`config.mk`:
```
export PLATFORM = sky130hd
export DESIGN_NAME = phase_sequencer
export DESIGN_NICKNAME = d
export VERILOG_FILES = /design/src/rtl/phase_sequencer.sv
export SDC_FILE = /design/constraint.sdc
export NUM_CORES = 1
export LEC_CHECK = 0
export ABC_CLOCK_PERIOD_IN_PS = 2600
export BUFFER_PORTS_ARGS = -buffer_cell sky130_fd_sc_hd__buf_2
export CORE_AREA = 2 2 47 49
export CTS_CLUSTER_SIZE = 14
export DETAILED_ROUTE_END_ITERATION = 7
export DIE_AREA = 0 0 49 51
export PLACE_DENSITY = 0.75
export REMOVE_ABC_BUFFERS = 1
export SLEW_MARGIN = 20
export SYNTH_ARGS = -nofsm -noshare
export SYNTH_HDL_FRONTEND = slang
export SYNTH_SLANG_ARGS = --single-unit
export TNS_END_PERCENT = 30
```
`constraint.sdc`:
```
create_clock -name clk -period 2.6 [get_ports clk]
set_clock_uncertainty 0.2 [all_clocks]
set_input_delay 0.65 -clock clk [delete_from_list [all_inputs] [get_ports clk]]
set_output_delay 0.65 -clock clk [all_outputs]
set_load 0.01 [all_outputs]
```
`src/rtl/phase_sequencer.sv`:
```
// Multi-phase clock-enable sequencer: NUM_PHASES phases of DIV clocks each, NUM_CH phase-window outputs.
// Optional macro PHASE_SEQ_STALL_EN enables the memory-wait stall input; otherwise stall is ignored.
module phase_sequencer #(
    parameter int NUM_PHASES = 4,
    parameter int NUM_CH     = 2,
    parameter int DIV        = 1,
    localparam int PW        = $clog2(NUM_PHASES)
) (
    input  logic                 clk,
    input  logic                 reset,
    input  logic                 run,
    input  logic                 step,
    input  logic                 stall,
    input  logic [NUM_CH*PW-1:0] rise_phase,
    input  logic [NUM_CH*PW-1:0] fall_phase,
    output logic [NUM_CH-1:0]    ch_out,
    output logic [PW-1:0]        phase,
    output logic                 cycle_start,
    output logic                 cycle_done,
    output logic                 busy
);

    localparam int DW = (DIV > 1) ? $clog2(DIV) : 1;
    localparam logic [PW-1:0] PHASE_LAST = PW'(NUM_PHASES - 1);
    localparam logic [DW-1:0] DIV_LAST   = DW'(DIV - 1);

`ifdef PHASE_SEQ_STALL_EN
    localparam logic STALL_EN = 1'b1;
`else
    localparam logic STALL_EN = 1'b0;
`endif

    typedef enum logic [1:0] {
        S_IDLE = 2'd0,
        S_RUN  = 2'd1,
        S_STEP = 2'd2
    } state_t;

    state_t                state_q, state_d;
    logic [PW-1:0]         phase_q, phase_d;
    logic [DW-1:0]         div_q, div_d;
    logic [NUM_CH-1:0]     ch_q, ch_d;
    logic [NUM_CH*PW-1:0]  rise_q, rise_d, fall_q, fall_d;
    logic                  start_q, start_d;
    logic                  stall_eff;
    logic                  load_win;

    assign stall_eff = stall & STALL_EN;

    // Circular window [rise, fall); degenerate or out-of-range windows stay low.
    function automatic logic [NUM_CH-1:0] window_bits(input logic [NUM_CH*PW-1:0] rise,
                                                      input logic [NUM_CH*PW-1:0] fall,
                                                      input logic [PW-1:0]        p);
        int r_i;
        int f_i;
        int p_i;
        window_bits = '0;
        p_i = int'(p);
        for (int i = 0; i < NUM_CH; i++) begin
            r_i = int'(rise[i*PW +: PW]);
            f_i = int'(fall[i*PW +: PW]);
            if (r_i >= NUM_PHASES || f_i >= NUM_PHASES || r_i == f_i)
                window_bits[i] = 1'b0;
            else if (r_i < f_i)
                window_bits[i] = (p_i >= r_i) && (p_i < f_i);
            else
                window_bits[i] = (p_i >= r_i) || (p_i < f_i);
        end
    endfunction

    always_comb begin
        state_d  = state_q;
        phase_d  = phase_q;
        div_d    = div_q;
        ch_d     = ch_q;
        rise_d   = rise_q;
        fall_d   = fall_q;
        start_d  = 1'b0;
        load_win = 1'b0;
        case (state_q)
            S_IDLE: begin
                phase_d = '0;
                div_d   = '0;
                ch_d    = '0;
                if (run) begin
                    state_d  = S_RUN;
                    start_d  = 1'b1;
                    load_win = 1'b1;
                end else if (step) begin
                    state_d  = S_STEP;
                    start_d  = 1'b1;
                    load_win = 1'b1;
                end
            end
            default: begin
                if (!stall_eff) begin
                    if (div_q == DIV_LAST) begin
                        div_d = '0;
                        if (phase_q == PHASE_LAST) begin
                            // Wrap: only a RUN cycle with run still high continues.
                            phase_d = '0;
                            if (state_q == S_RUN && run) begin
                                start_d  = 1'b1;
                                load_win = 1'b1;
                            end else begin
                                state_d = S_IDLE;
                                ch_d    = '0;
                            end
                        end else begin
                            phase_d = phase_q + PW'(1);
                            ch_d    = window_bits(rise_q, fall_q, phase_d);
                        end
                    end else begin
                        div_d = div_q + DW'(1);
                    end
                end
            end
        endcase
        if (load_win) begin
            rise_d = rise_phase;
            fall_d = fall_phase;
            ch_d   = window_bits(rise_phase, fall_phase, '0);
        end
    end

    always_ff @(posedge clk) begin
        if (reset) begin
            state_q <= S_IDLE;
            phase_q <= '0;
            div_q   <= '0;
            ch_q    <= '0;
            rise_q  <= '0;
            fall_q  <= '0;
            start_q <= 1'b0;
        end else begin
            state_q <= state_d;
            phase_q <= phase_d;
            div_q   <= div_d;
            ch_q    <= ch_d;
            rise_q  <= rise_d;
            fall_q  <= fall_d;
            start_q <= start_d;
        end
    end

    assign ch_out      = ch_q;
    assign phase       = phase_q;
    assign cycle_start = start_q;
    assign busy        = (state_q != S_IDLE);
    assign cycle_done  = (state_q != S_IDLE) && (phase_q == PHASE_LAST) &&
                         (div_q == DIV_LAST) && !stall_eff;

endmodule

```
After elaboration in Yosys (flattened, before gate mapping)
Cells that the tools add are included.
Word-level totals
  register bits after elaboration: 16
  input port bits: 13
  output and inout port bits: 7
Cells by class
  add/subtract/negate cells: 2
  magnitude comparators: 12
  equality and inequality tests: 11
  muxes and demuxes: 25
  bitwise operators: 1
  reductions and logical operators: 18
Operator list (count)
  two-way mux 2 bit: 11
  two-way mux 1 bit: 14
  less-than comparator 2 bit: 6
  == test 2 bit: 4
  logical AND 1 bit: 7
  greater-or-equal comparator 1 x 2 -> 1 bit (first input constant): 2
  greater-or-equal comparator 2 bit: 2
  logical OR 1 bit: 4
  less-than comparator 1 x 2 -> 1 bit (first input constant): 2
  inequality test 2 x 1 -> 1 bit (second input constant): 2
  inequality test 4 x 3 -> 1 bit (second input constant): 1
  AND reduction 4 bit: 1
  nonzero test 2 bit: 2
  inequality test 3 x 1 -> 1 bit (second input constant): 1
  inequality test 3 bit (second input constant): 1
  OR reduction 3 bit: 1
  adder 2 x 1 -> 2 bit (second input constant): 1
  == test 2 x 1 -> 1 bit (second input constant): 1
  == test 2 bit (second input constant): 1
  logical NOT 2 bit: 1
  AND reduction 2 bit: 1
  OR reduction 2 bit: 1
  adder 1 bit (second input constant): 1
  NOT 1 bit: 1

Depth between registers and ports, before layout
Gate-level depths: netlist of the first run.
  depth in word-level cells: 9
  gate-level depth with buffers: 6

Worst setup path before layout of the first run
No wires, ideal clock.
  path type: register to register
  start: register phase_q[0] (netlist: phase[0])
  end: register ch_q[0] (netlist: ch_out[0])
  data arrival time: 2.047 ns
  path slack: 0.265 ns
  stages on the path, launching flop included: 7
  clock period less this slack: 2.335 ns
  path through: dfxtp_1 -> ha_1 -> ha_1 -> a21bo_2 -> a221oi_1 -> or4_1 -> a311oi_2
Between the ends
  word-level cells in the longest chain between the ends: 9
RTL lines
  start, declared: line 40  | logic [PW-1:0] phase_q, phase_d;
  start signal, assigned: line 137  | phase_q <= phase_d;
  adder 2 x 1 -> 2 bit: line 110  | phase_d = phase_q + PW'(1);
  greater-or-equal comparator 2 bit / less-than comparator 2 bit (equally long branches): line 65, 67
  logical OR 1 bit / logical AND 1 bit (equally long branches): line 67, 65
  two-way mux 1 bit: line 64  | else if (r_i < f_i)
  two-way mux 1 bit: line 62  | if (r_i >= NUM_PHASES || f_i >= NUM_PHASES || r_i == f_i)
  two-way mux 2 bit: line 99  | if (phase_q == PHASE_LAST) begin
  two-way mux 2 bit: line 97  | if (div_q == DIV_LAST) begin
  two-way mux 2 bit: line 80  | case (state_q)
  two-way mux 2 bit: line 119  | if (load_win) begin
  end signal, assigned: line 139  | ch_q <= ch_d;
  end, declared: line 42  | logic [NUM_CH-1:0] ch_q, ch_d;
Several ways; a longest one is shown, not always the timed one. The select of a mux whose other input is x is not followed.
A chain may end at the register's enable or synchronous reset.

Final worst setup path of the first run
Same ends and word-level chain as after synthesis.

==> impl_metrics.csv, run 1 <==
group,metric,value,unit
sta,hold_viol_final,0,
synthesis,async_reset_ff_share,0,%
drt,first_pass_iters,4,
grt,grt_max_degree,16,
clocking,numCtsBuffers,3,
floorplanning,ioPinCount,20,
grt,antenna_found_initial,0,
clocking,cts_tree,"done",
critical_path,cp.required,2.61,ns
critical_path,worstPathMaxFanout,5,
finish,fill_cells,201,
clocking,clock_path_buffers,2,
clocking,cts-resized-gates,0,
finish,drive_gt1_share,19.85,%
clocking,clockRootBuffer,"clkbuf_4",
status,status,"finished, final reports clean",
floorplanning,initial_core_util,49.12,%
finish,diodes,0,
sta,period_needed,2.327,ns
sta,setup_tns,0,ns
hold_path,hp-class,"reg -> reg",
critical_path,cp.arrival,2.34,ns
critical_path,cp-end-kind,"register",
finish,finalInstanceArea,1165,um^2
finish,final_nets,166,
synthesis,yosysSeqAreaShare,31.60,%
synthesis,syn_inst,115,
sta,fmax,0.4297,GHz
clocking,postCtsSetupRepairBufs,0,
drt,vias_per_cell,5.518,
drt,final_antenna_net_count,0,
drt,vias,905,
drt,drt-initial-drc-count,10,
drt,avgRoutedWirePerCell,12.52,um
synthesis,ys_types,27,
power,irDropWorstVdd,0.0002634,V
floorplanning,fp.dieW,49,um
synthesis,yosys_warnings,0,
power,power.leakage,0.5628,nW
clocking,holdBufCountCts,0,
synthesis,ys.flop_type,"dfxtp_1",
grt,grt_pass1_wl,3.670,mm
clocking,cts.clk_slew.worst_paths,0.09,ns
synthesis,synthTopCellsByArea,"dfxtp_1 (32%), ha_1 (19%), mux2i_1 (8.9%), inv_1 (5.9%), nor2_1 (5.6%)",
critical_path,crit_path_start_kind,"register",
sta,min_period_over_period,89.50,%
synthesis,synth-edff-count,0,
grt,overflow,0,
synthesis,synth_commonest_cells,"dfxtp_1 (16), inv_1 (16), ha_1 (15), nor2_1 (15), mux2i_1 (9)",
place,portBuffers,18,
sta,rsz0062_at_grt,"false",
floorplanning,num_rows,17,
clocking,clock_sinks,16,
floorplanning,fp.dieH,51,um
floorplanning,core,2063,um^2
synthesis,yosysTopAreaCellShare,31.60,%
drt,wl,2.054,mm
sta,setup_viol,0,
synthesis,synth.cell_area,1013,um^2
synthesis,ys_ff_latch,16,
place,place.gp.congestion,0.7668,
drt,drcViolationCount,0,
synthesis,synth_area_per_cell,8.813,um^2
place,placed_area,1142,um^2
floorplanning,die_area,2499,um^2
flow_run,maxCapViolCount,0,
synthesis,synth_top_cell_by_area,"dfxtp_1",
place,hpwl,1.625,mm
critical_path,path_class,"reg -> reg",
power,power_density,492.3,nW/um^2
sta,slew_viol_final,0,
finish,area_delta_synth_final,14.94,%
clocking,htreeDepth,1,
grt,grt_pass1_vias,885,
grt,track_usage,18.88,%
clocking,clock_latency,0.29,ns
-- area by class of cell --
type	count	area (um^2)	area share, %
tap	28	35.03	3.008
inverter	16	60.06	5.156
sequential	16	320.3	27.50
multi-input combinational	81	621.8	53.38
timing repair buffer	20	105.1	9.023
clock buffer	3	22.52	1.933
-- registers in the layout, summed over array words and instances (netlist names) --
signal,cells
ch_out,2
cycle_start,1
div_q,1
fall_q,4
phase,2
rise_q,4
state_q,2
-- through the flow --
| stage | hold WS, ns | instances | util [%] | total power, mW | worst slack, ns |
|---|---|---|---|---|---|
| after floorplan | 0.2374 | 113 | - | 0.3946 | 0.2645 |
| after global placement | 0.2545 | 161 | 55.37 | 0.4374 | 0.3604 |
| after detailed placement | 0.2551 | 161 | 55.37 | 0.4495 | 0.3146 |
| after CTS | 0.2677 | 164 | 56.46 | 0.5756 | 0.2845 |
| after global routing | 0.3071 | 164 | 56.46 | 0.6083 | 0.2011 |
| final | 0.2680 | 164 | 56.46 | 0.5735 | 0.2729 |
-- report_power, final --
group | internal (mW) | leakage (nW) | switching, mW
Combinational | 0.0797 | 0.417 | 0.0860
Clock | 0.0539 | 0.0138 | 0.0750
Sequential | 0.265 | 0.132 | 0.0137
-- final timing paths --
check | from | end | slack [ns] | cells after the start
min reg2reg | state_q[0] | state_q[0] | 0.27 | 2
min | state_q[0] | state_q[0] | 0.27 | 2
max reg2reg | phase[0] | ch_out[0] | 0.27 | 6
max | phase[0] | ch_out[0] | 0.27 | 6
-- per-layer routing --
| layer | wire length (um) | up-vias | GRT usage, % |
|---|---|---|---|
| li1 | - | 455 | - |
| met1 | 946 | 419 | 21.74 |
| met2 | 993 | 26 | 34.93 |
| met3 | 83 | 5 | 2.632 |
| met4 | 31 | 0 | 8.095 |
| met5 | 0 | - | 0 |
-- logic make-up after synthesis --
logic type / after synthesis / share of synthesized area [%]
AO/OA/AOI/OAI: 20 / 16.17
adder cells (fa/ha/maj): 15 / 18.52
buffers and inverters: 18 / 7.037
flip-flops: 16 / 31.61
multiplexers: 9 / 8.889
other: 1 / 0.3700
AND/OR/NAND/NOR: 36 / 17.41
-- critical path, cell delays in order (launching register included) --
cell,delay [ns]
dfxtp_1,0.33
ha_1,0.38
ha_1,0.29
a21bo_2,0.21
a221oi_1,0.08
or4_1,0.52
a311oi_2,0.24
-- cell usage in the layout, fill, tap and decap left out, types with 3 or more instances in the layout --
master and count:
mux2i_1 9, dfxtp_1 16, nor3_1 3, buf_2 18, nand2_1 4, nor2_1 15
clkbuf_4 3, nand2b_1 6, nor2b_1 3, inv_1 16, ha_1 15
Power figures use the tool's default switching activity.
==> run 2, diff against run 1 <==
- CORE_AREA: 2 2 47 49 -> 2 2 50 47
- DIE_AREA: 0 0 49 51 -> 0 0 52 49
- PLACE_DENSITY: 0.75 -> 0.74
==> impl_metrics.csv, run 2 (synthesis gave the netlist of run 1 again) <==
group,metric,value,unit
sta,rsz0062_at_grt,"false",
critical_path,crit_slowest_cell,"or4_1",
sta,hold_viol_final,0,
critical_path,crit_path_cell_trace,"ha_1 -> ha_1 -> a21bo_2 -> a221oi_1 -> or4_1 -> a311oi_2",
power,power.leakage,0.5700,nW
place,dp_slack,0.2947,ns
floorplanning,fp.dieH,49,um
clocking,postCtsSetupRepairBufs,0,
clocking,clock_path_buffers,2,
grt,overflow,0,
finish,multi_input_area,621.8,um^2
clocking,cts-resized-gates,0,
clocking,holdBufCountCts,0,
finish,final_common_cell,"buf_2",
drt,vias,914,
finish,final_util,57.10,%
place,portBuffers,18,
grt,use_met2,33.12,%
sta,fin_ws,0.2782,ns
drt,final_antenna_net_count,0,
power,power_density,517.2,nW/um^2
critical_path,r2r_start,"phase[0]",
finish,final_nets,166,
hold_path,hp-class,"reg -> reg",
grt,grt_use_met3,6.748,%
clocking,clock_sinks,16,
drt,avgRoutedWirePerCell,12.38,um
floorplanning,core,2062,um^2
grt,antenna_found_initial,0,
drt,drcViolationCount,0,
power,irDropWorstVdd,0.0004235,V
critical_path,reg2reg_depth,6,
place,place.gp.congestion,0.8152,
critical_path,cp.required,2.61,ns
critical_path,r2r_end,"ch_out[0]",
critical_path,r2r_setup_slack,0.28,ns
critical_path,path_class,"reg -> reg",
finish,area_delta_synth_final,16.17,%
clocking,clock_latency,0.29,ns
drt,wl,2.030,mm
floorplanning,fp.dieW,52,um
finish,reg_top3,"fall_q x4, rise_q x4",
critical_path,cp-end-kind,"register",
hold_path,min_from,"state_q[0]",
sta,period_needed,2.322,ns
clocking,cts.clk_slew.worst_paths,0.10,ns
grt,track_usage,18.92,%
clocking,numCtsBuffers,3,
critical_path,critPathMaxStageDelay,0.54,ns
sta,slew_viol_final,0,
drt,vias_per_cell,5.573,
finish,fill_cells,186,
place,hpwl,1.642,mm
critical_path,crit_top_cell,"ha_1",
finish,layout_common_cells,"buf_2 (18), inv_1 (16), dfxtp_1 (16)",
hold_path,holdPathEnd,"state_q[0]",
critical_path,crit_path_start_kind,"register",
sta,setup_viol,0,
floorplanning,initial_core_util,49.15,%
finish,seqCellArea,320.3,um^2
place,placed_area,1141,um^2
sta,setup_tns,0,ns
drt,drt-initial-drc-count,13,
sta,min_period_over_period,89.30,%
finish,diodes,0,
flow_run,maxCapViolCount,0,
grt,grt_pass1_vias,899,
floorplanning,ioPinCount,20,
status,status,"finished, final reports clean",
grt,grt_util_met1,20.72,%
drt,first_pass_iters,4,
finish,drive_gt1_share,20.44,%
finish,finalInstanceArea,1177,um^2
grt,grt_busiest_layer,"met2",
critical_path,worstSetupStartpoint,"phase[0]",
sta,fmax,0.4307,GHz
clocking,clockRootBuffer,"clkbuf_4",
grt,grt_pass1_wl,3.677,mm
clocking,htreeDepth,1,
critical_path,cp.arrival,2.33,ns
hold_path,hold_depth,2,
critical_path,worstPathMaxFanout,5,
floorplanning,num_rows,16,
grt,grt_max_degree,16,
floorplanning,die_area,2548,um^2
clocking,cts_tree,"done",
[run 2: cell types whose count changed in the layout (fill, tap and decap cells not counted), sizes merged]
| cell | delta |
|---|---|
| clkbuf | +1 |
[run 2: per-stage QoR]
stage	total power, mW	hold WS [ns]	instances
finish	0.6090	0.2937	164
global route	0.6548	0.3137	164
CTS	0.6161	0.3017	164
detailed placement	0.4496	0.2854	160
global placement	0.4385	0.2539	160
floorplan	0.3946	0.2374	113
[run 2: layer usage]
metal / up-vias / wire (um)
li1: 452 / -
met4: 0 / 38
met3: 6 / 108
met2: 25 / 1056
met5: - / 0
met1: 431 / 826
[run 2: layout make-up]
cell class	count	share of cell area (%)
multi-input cells	81	52.82
inverters	16	5.101
repair buffers	20	8.927
well taps	27	2.869
clock buffers	4	3.082
flip-flops and latches	16	27.21
[run 2: report_power, final]
part / internal [mW] / switching, mW / leakage [nW]
clock network: 0.0853 / 0.0799 / 0.0210
registers: 0.265 / 0.0138 / 0.132
logic: 0.0798 / 0.0850 / 0.417
total: 0.430 / 0.179 / 0.570
[run 2: critical path, delay by kind of cell (launching register included)]
| family | cells | cell delay (ns) |
|---|---|---|
| AO/OA/AOI/OAI | 3 | 0.52 |
| adder cells (fa/ha/maj) | 2 | 0.66 |
| flip-flops | 1 | 0.33 |
| AND/OR/NAND/NOR | 1 | 0.54 |
[run 2: worst max-delay path by stage]
stage,end,slack (ns),cells after the start
finish,ch_out[0],0.28,6
global route,ch_out[0],0.16,6
CTS,ch_out[0],0.27,6
detailed placement,ch_out[0],0.29,6
global placement,ch_out[0],0.36,6
floorplan,ch_out[0],0.26,6
==> run 3, diff against run 2 <==
- ABC_AREA: default -> 1
- CORE_AREA: 2 2 50 47 -> 2 2 49 51
- DIE_AREA: 0 0 52 49 -> 0 0 51 53
- PLACE_DENSITY: 0.74 -> 0.76
==> impl_metrics.csv, run 3 <==
group,metric,value,unit
status,status,"finished, final reports clean",
critical_path,cp.required,1.75,ns
finish,reg_top3,"fall_q x4, rise_q x4",
synthesis,yosys_warnings,0,
critical_path,cp-end-kind,"primary output",
clocking,clock_sinks,16,
critical_path,crit_path_start_kind,"register",
finish,layout_common_cells,"nand2_1 (32), inv_1 (31), nor2_1 (18), buf_2 (18), dfxtp_1 (16)",
clocking,postCtsSetupRepairBufs,0,
power,irDropWorstVdd,0.0003290,V
power,power.leakage,0.6599,nW
sta,slew_viol_final,0,
clocking,cts-resized-gates,0,
place,portBuffers,18,
floorplanning,initial_core_util,53.12,%
floorplanning,core,2148,um^2
clocking,clock_latency,0.28,ns
drt,vias_per_cell,5.000,
drt,final_antenna_net_count,0,
synthesis,synthTopCellsByArea,"dfxtp_1 (28%), ha_1 (16%), nand2_1 (11%), inv_1 (10%), a211oi_2 (6.6%)",
synthesis,synth.cell_area,1141,um^2
floorplanning,fp.dieH,53,um
finish,fill_cells,205,
grt,track_usage,18.79,%
power,power_density,569.0,nW/um^2
grt,antenna_found_initial,0,
finish,final_common_cell,"nand2_1",
synthesis,ys_ff_latch,16,
sta,min_period_over_period,83.82,%
synthesis,synth_area_per_cell,7.132,um^2
drt,vias,1040,
place,hpwl,1.809,mm
critical_path,cp.arrival,1.33,ns
synthesis,yosysSeqAreaShare,28.07,%
finish,final_nets,209,
grt,grt_pass1_vias,894,
critical_path,cp_top_family,"flip-flops",
critical_path,critPathMaxStageDelay,0.50,ns
drt,wl,2.224,mm
synthesis,async_reset_ff_share,0,%
floorplanning,fp.dieW,51,um
sta,setup_tns,0,ns
synthesis,synth-edff-count,0,
drt,drt-initial-drc-count,17,
clocking,cts.clk_slew.worst_paths,0.10,ns
drt,avgRoutedWirePerCell,10.69,um
place,dp_slack,0.5490,ns
critical_path,worstPathMaxFanout,8,
floorplanning,die_area,2703,um^2
clocking,numCtsBuffers,3,
synthesis,yosysTopAreaCellShare,28.07,%
synthesis,synth_commonest_cells,"nand2_1 (32), inv_1 (31), nor2_1 (18)",
synthesis,yosysMostFrequentCell,"nand2_1",
finish,diodes,0,
power,power.total,0.7326,mW
clocking,cts_tree,"done",
clocking,clockRootBuffer,"clkbuf_4",
place,place.gp.congestion,0.7490,
floorplanning,num_rows,17,
floorplanning,ioPinCount,20,
clocking,holdBufCountCts,0,
synthesis,syn_inst,160,
finish,area_delta_synth_final,12.83,%
grt,grt_pass1_wl,3.864,mm
synthesis,synth_top_cell_by_area,"dfxtp_1",
flow_run,maxCapViolCount,0,
drt,drcViolationCount,0,
sta,fmax,0.4589,GHz
sta,period_needed,2.179,ns
critical_path,crit_slowest_cell,"dfxtp_1",
synthesis,ys_types,19,
drt,first_pass_iters,4,
sta,rsz0062_at_grt,"false",
critical_path,crit_path_cell_trace,"ha_1 -> inv_1 -> nor2_1 -> buf_2",
grt,overflow,0,
sta,fin_ws,0.4208,ns
clocking,clock_path_buffers,2,
critical_path,path_class,"reg -> out",
critical_path,path_buf_inv,2,
sta,whs,0.2864,ns
finish,drive_gt1_share,20.00,%
clocking,htreeDepth,1,
synthesis,ys.flop_type,"dfxtp_1",
grt,grt_max_degree,18,
hold_path,hp-class,"reg -> reg",
sta,hold_viol_final,0,
sta,setup_viol,0,
-- run 3: cell families (layout without fill, tap and decap cells) --
logic type | after synthesis | after routing | share of synthesized area (%)
AND/OR/NAND/NOR | 67 | 67 | 26.65
AO/OA/AOI/OAI | 28 | 28 | 17.00
flip-flops | 16 | 16 | 28.07
adder cells (fa/ha/maj) | 15 | 15 | 16.45
other | 1 | 1 | 0.3286
buffers and inverters | 33 | 53 | 11.51
-- run 3: path summary, 6_finish.rpt --
kind                end  cells past startpoint  slack (ns)  startpoint
max          cycle_done                      4        0.42    phase[0]
min           fall_q[2]                      2        0.29   fall_q[2]
max reg2reg   ch_out[0]                      8        0.55    phase[0]
min reg2reg   fall_q[2]                      2        0.29   fall_q[2]
-- run 3: stage by stage --
stage	util, %	instance area [um^2]	instances
final	59.93	1287	208
after global routing	59.93	1287	208
after CTS	59.93	1287	208
after detailed placement	58.24	1251	204
after global placement	58.24	1251	204
after floorplan	-	1126	158
-- run 3: where the power goes --
group	internal, mW	leakage, nW	switching (mW)
registers	0.277	0.132	0.0183
clock network	0.0851	0.0210	0.0794
logic	0.106	0.507	0.167
-- run 3: final cells by class --
class | count | area, um^2 | area share [%]
clock buffers | 4 | 36.28 | 2.818
inverters | 31 | 116.4 | 9.038
well taps | 28 | 35.03 | 2.721
repair buffers | 18 | 90.09 | 6.997
multi-input cells | 111 | 689.4 | 53.55
flip-flops and latches | 16 | 320.3 | 24.88
-- run 3: worst min-delay path, stage by stage (launching register included) --
cell     delay, ns
dfxtp_1       0.34
nand2_1       0.06
a21oi_1       0.05
-- run 3: metal layers --
layer	global-route usage, %	part of all wire [%]	vias to the layer above
met5	0	0	-
met4	6.757	1.1	0
met3	1.695	2.2	2
met2	32.25	47	15
met1	24.52	50	475
li1	-	-	548
